File: config.mk
export PLATFORM = sky130hd
export DESIGN_NAME = mem_port_arbiter
export DESIGN_NICKNAME = d
export VERILOG_FILES = /design/src/rtl/mem_port_arbiter.sv
export SDC_FILE = /design/constraint.sdc
export NUM_CORES = 1
export LEC_CHECK = 0
export BUFFER_PORTS_ARGS = -buffer_cell sky130_fd_sc_hd__buf_2
export CAP_MARGIN = 20
export CORE_AREA = 5 5 128 130
export DETAILED_ROUTE_END_ITERATION = 16
export DIE_AREA = 0 0 133 135
export HOLD_SLACK_MARGIN = 0.03
export PLACE_DENSITY = 0.85
export SLEW_MARGIN = 25
export SYNTH_ARGS = -nofsm -noshare
export SYNTH_HDL_FRONTEND = slang
export SYNTH_SLANG_ARGS = --single-unit
File: constraint.sdc
create_clock -name CLK -period 4.45 [get_ports CLK]
set_input_delay 0.89 -clock CLK [delete_from_list [all_inputs] [get_ports CLK]]
set_output_delay 0.89 -clock CLK [all_outputs]
set_load 0.01 [all_outputs]
File: src/rtl/mem_port_arbiter.sv
// Three-requester round-robin arbiter in front of a single-ported RAM.
// One transaction in flight at a time: IDLE grants, ACCESS waits for ram_ready or times out, RESP pulses the winner.
module mem_port_arbiter #(
  parameter int ADDR_W  = 32,
  parameter int DATA_W  = 32,
  parameter int TIMEOUT = 255
) (
  input  logic                   CLK,
  input  logic                   RST,
  input  logic [2:0]             req_ren,
  input  logic [2:0]             req_wen,
  input  logic [2:0][ADDR_W-1:0] req_addr,
  input  logic [2:0][DATA_W-1:0] req_store,
  output logic [2:0]             req_ready,
  output logic                   req_err,
  output logic [DATA_W-1:0]      req_load,
  output logic                   ram_ren,
  output logic                   ram_wen,
  output logic [ADDR_W-1:0]      ram_addr,
  output logic [DATA_W-1:0]      ram_store,
  input  logic                   ram_ready,
  input  logic [DATA_W-1:0]      ram_load,
  output logic                   busy
);

  typedef enum logic [1:0] {IDLE, ACCESS, RESP} state_t;

  // The counter holds the number of ACCESS cycles already waited, so the
  // TIMEOUT-th waiting cycle is the one where it equals TIMEOUT-1.
  localparam logic [7:0] CNT_LAST = 8'(TIMEOUT - 1);

  state_t     state;
  logic [1:0] last_grant;
  logic [1:0] gnt_idx;
  logic [7:0] wait_cnt;
  logic       is_write;

  logic [2:0] pending;
  logic       gnt_vld;
  logic [1:0] gnt_sel;
  logic [1:0] idx;

  assign pending = req_ren | req_wen;

  always_comb begin
    gnt_vld = 1'b0;
    gnt_sel = 2'd0;
    idx     = last_grant;
    for (int k = 0; k < 3; k++) begin
      idx = (idx == 2'd2) ? 2'd0 : idx + 2'd1;
      if (!gnt_vld && pending[idx]) begin
        gnt_vld = 1'b1;
        gnt_sel = idx;
      end
    end
  end

  always_ff @(posedge CLK or posedge RST) begin
    if (RST) begin
      state      <= IDLE;
      last_grant <= 2'd2;
      gnt_idx    <= 2'd0;
      wait_cnt   <= 8'd0;
      is_write   <= 1'b0;
      req_ready  <= 3'b000;
      req_err    <= 1'b0;
      req_load   <= '0;
      ram_ren    <= 1'b0;
      ram_wen    <= 1'b0;
      ram_addr   <= '0;
      ram_store  <= '0;
      busy       <= 1'b0;
    end else begin
      case (state)
        IDLE: begin
          if (gnt_vld) begin
            gnt_idx   <= gnt_sel;
            ram_addr  <= req_addr[gnt_sel];
            ram_store <= req_store[gnt_sel];
            is_write  <= req_wen[gnt_sel];
            ram_wen   <= req_wen[gnt_sel];
            ram_ren   <= ~req_wen[gnt_sel];
            wait_cnt  <= 8'd0;
            busy      <= 1'b1;
            state     <= ACCESS;
          end
        end
        ACCESS: begin
          if (ram_ready || wait_cnt == CNT_LAST) begin
            req_err   <= ~ram_ready;
            req_load  <= (ram_ready && !is_write) ? ram_load : '0;
            req_ready <= 3'(3'b001 << gnt_idx);
            ram_ren   <= 1'b0;
            ram_wen   <= 1'b0;
            state     <= RESP;
          end else begin
            wait_cnt <= wait_cnt + 8'd1;
          end
        end
        RESP: begin
          req_ready  <= 3'b000;
          last_grant <= gnt_idx;
          busy       <= 1'b0;
          state      <= IDLE;
        end
        default: state <= IDLE;
      endcase
    end
  end

endmodule

==> flow_summary.yaml <==
worst_setup_path:
  r2r_cells: 5
  path_max_fanout: 40
  cp-start-kind: "input pin"
  crit_type: "input pin to flip-flop"
  worstSetupEndpointType: "flip-flop"
  required_ps: 4790
  arrival_ps: 2960
place:
  gp_congestion: 0.825
  dp_cells: 1234
  hpwl_mm: 16.7
  io_buffer_count: 335
yosys:
  avgSynthCellArea_um2: 8.44
  netlist_instances: 784
  seq_area_frac_synth_pct: 44.6
  ys_types: 49
  synth_common_cells: "213 x o21ai_0, 128 x a211oi_1, 117 x dfrtp_1, 104 x nand2_1, 62 x clkbuf_1"
  yosys_warnings: 0
  async_flop_share_pct: 100
  yosys.area.top_type: "dfrtp_1"
  synth.ff_latch_count: 118
  yosysMostFrequentCell: "o21ai_0"
  synth_fp_nets: 1019
  syn_area_um2: 6620
  synth_area_leaders: "dfrtp_1 44%, o21ai_0 16%, a211oi_1 15%, nand2_1 5.9%, o21ai_1 3.7%"
  synth_edf_count: 0
  ys.flop_type: "dfrtp_1"
  synth_top_area_share_pct: 44.3
route:
  drt_first_iter_violations: 521
  post_drt_wl_per_cell_um: 19.1
  drc: 0
  wl_mm: 24.2
  via_per_inst: 5.88
  drtPass1Iterations: 5
  routed-via-count: 7454
  ant_nets: 0
layout:
  seqCellArea_um2: 2960
  drive_gt1_share_pct: 37.6
  multi_input_area_um2: 3290
  area_growth_syn_to_layout_pct: 34.6
  n_fill_cell: 1358
  nets: 1300
  finalNonFillerCells: 1267
hold_path:
  hold_depth: 2
  hold_path_class: "flip-flop to flip-flop"
global_route:
  grt_pass1_wl_mm: 37.5
  grt_usage_pct: 25.9
  antenna_found_initial: 1
  grt_max_degree: 72
  grt_pass1_vias: 7300
  overflow: 0
clock_tree:
  hold_buffers: 0
  htreeDepth: 4
  numCtsBuffers: 17
  cts_setup_buffers: 0
  cts-root-buf: "clkbuf_16"
  clk_latency_ps: 410
  clk_path_buf_depth: 2
  cts_tree: "done"
  clk_pin_slew_ps: 60
  cts-resized-gates: 0
  cts.sinks: 118
timing:
  rsz0062_at_grt: "no"
  maxSlewViolCount: 0
  finalSetupTns_ps: 0
  fmax_ghz: 0.381
  worst_pin_slew_ps: 905
  finalCritPeriodShare_pct: 59.0
  relSlewSlack_pct: 39.7
  skew_ps: 7.40
  setup_viol: 0
  hold_viol_final: 0
  period_minus_slack_ps: 2620
power_and_ir_drop:
  peakVddDrop_uv: 319
  power_density_nw_per_um2: 688
  p_leak_uw: 0.00408
flow_run:
  cap_viol_max_count: 0
floorplanning:
  initial_core_util_pct: 44.0
  core_area_um2: 15000
  io_pins: 336
  num_rows: 45
  fp.dieArea_um2: 18000
  die_y_um: 135
  die_width_um: 133
run_status:
  status: "complete, no violations"
[power by group]
| part | total [uW] | internal (uW) | switching [uW] |
|---|---|---|---|
| sequential | 1900 | 1550 | 348 |
| combinational | 2840 | 1020 | 1820 |
| clock | 1380 | 861 | 523 |
[final cells by class]
| class | instances | share of cell area (%) |
|---|---|---|
| Clock buffer | 19 | 5.09 |
| Multi-Input combinational cell | 571 | 37.0 |
| Antenna cell | 1 | 0.0281 |
| Inverter | 6 | 0.281 |
| Clock inverter | 13 | 1.64 |
| Timing Repair Buffer | 351 | 20.2 |
| Sequential cell | 118 | 33.2 |
| Tap cell | 188 | 2.64 |
[cell usage in the layout, fill, tap and decap left out, types with 4 or more instances in the layout]
master / count
o21ai_0: 213
a211oi_1: 128
o211ai_1: 6
inv_6: 4
clkbuf_16: 17
buf_2: 335
dfrtp_1: 116
nand2_1: 104
o31ai_1: 4
o21ai_1: 49
nand3_1: 4
nor2_1: 8
buf_4: 16
inv_1: 5
a21oi_1: 9
[through the flow]
stage | util, % | worst slack (ps) | area (um^2) | total power (uW) | hold slack [ps]
6_report | 59.2 | 1830 | 8910 | 6130 | 472
5_1_grt | 59.2 | 1720 | 8910 | 6560 | 506
4_1_cts | 59.2 | 1720 | 8900 | 6130 | 477
3_5_place_dp | 55.2 | 1440 | 8300 | 4740 | 465
3_3_place_gp | 55.2 | 1510 | 8290 | 4670 | 457
2_1_floorplan | - | 433 | 6620 | 3700 | 485
[final timing paths]
| kind | start | endpoint | slack (ps) |
|---|---|---|---|
| min in group asynchronous | RST | req_load[10] | 670 |
| setup / recovery | req_ren[0] | ram_store[21] | 1830 |
| hold reg to reg | ram_addr[13] | ram_addr[13] | 470 |
| hold / removal | ram_addr[13] | ram_addr[13] | 470 |
| setup reg to reg | last_grant[0] | ram_addr[15] | 1890 |
| max in group asynchronous | RST | ram_addr[5] | 2880 |
[per-layer routing]
| layer | part of all wire [%] | up-vias | track usage, % |
|---|---|---|---|
| li1 | - | 3481 | - |
| met1 | 39 | 3489 | 32.0 |
| met2 | 50 | 432 | 43.8 |
| met3 | 8.8 | 52 | 7.12 |
| met4 | 2.4 | 0 | 9.12 |
| met5 | 0 | - | 0 |
[worst max-delay path: stages]
cell	delay (ps)
buf_2	140
nor4_2	500
a211o_2	710
buf_4	500
nand2_1	120
o21ai_1	90
[cell families (layout without fill, tap and decap cells)]
| family | after synthesis | count (layout) | share of synthesized area, % |
|---|---|---|---|
| buffers and inverters | 95 | 389 | 6.32 |
| multiplexers | 2 | 2 | 0.340 |
| AO/OA/AOI/OAI | 428 | 428 | 38.9 |
| flip-flops | 118 | 118 | 44.6 |
| adder cells (fa/ha/maj) | 2 | 2 | 0.378 |
| AND/OR/NAND/NOR | 138 | 138 | 9.27 |
| XOR/XNOR | 1 | 1 | 0.132 |
| other | 0 | 1 | 0 |
[state kept, by name, indices dropped and copies added (netlist names)]
register	count
ram_addr	32
ram_store	32
req_load	32
wait_cnt	8
req_ready	3
gnt_idx	2
last_grant	2
state	2
busy	1
is_write	1
ram_ren	1
ram_wen	1
req_err	1
Note: power is estimated with default switching activity, not from simulation.
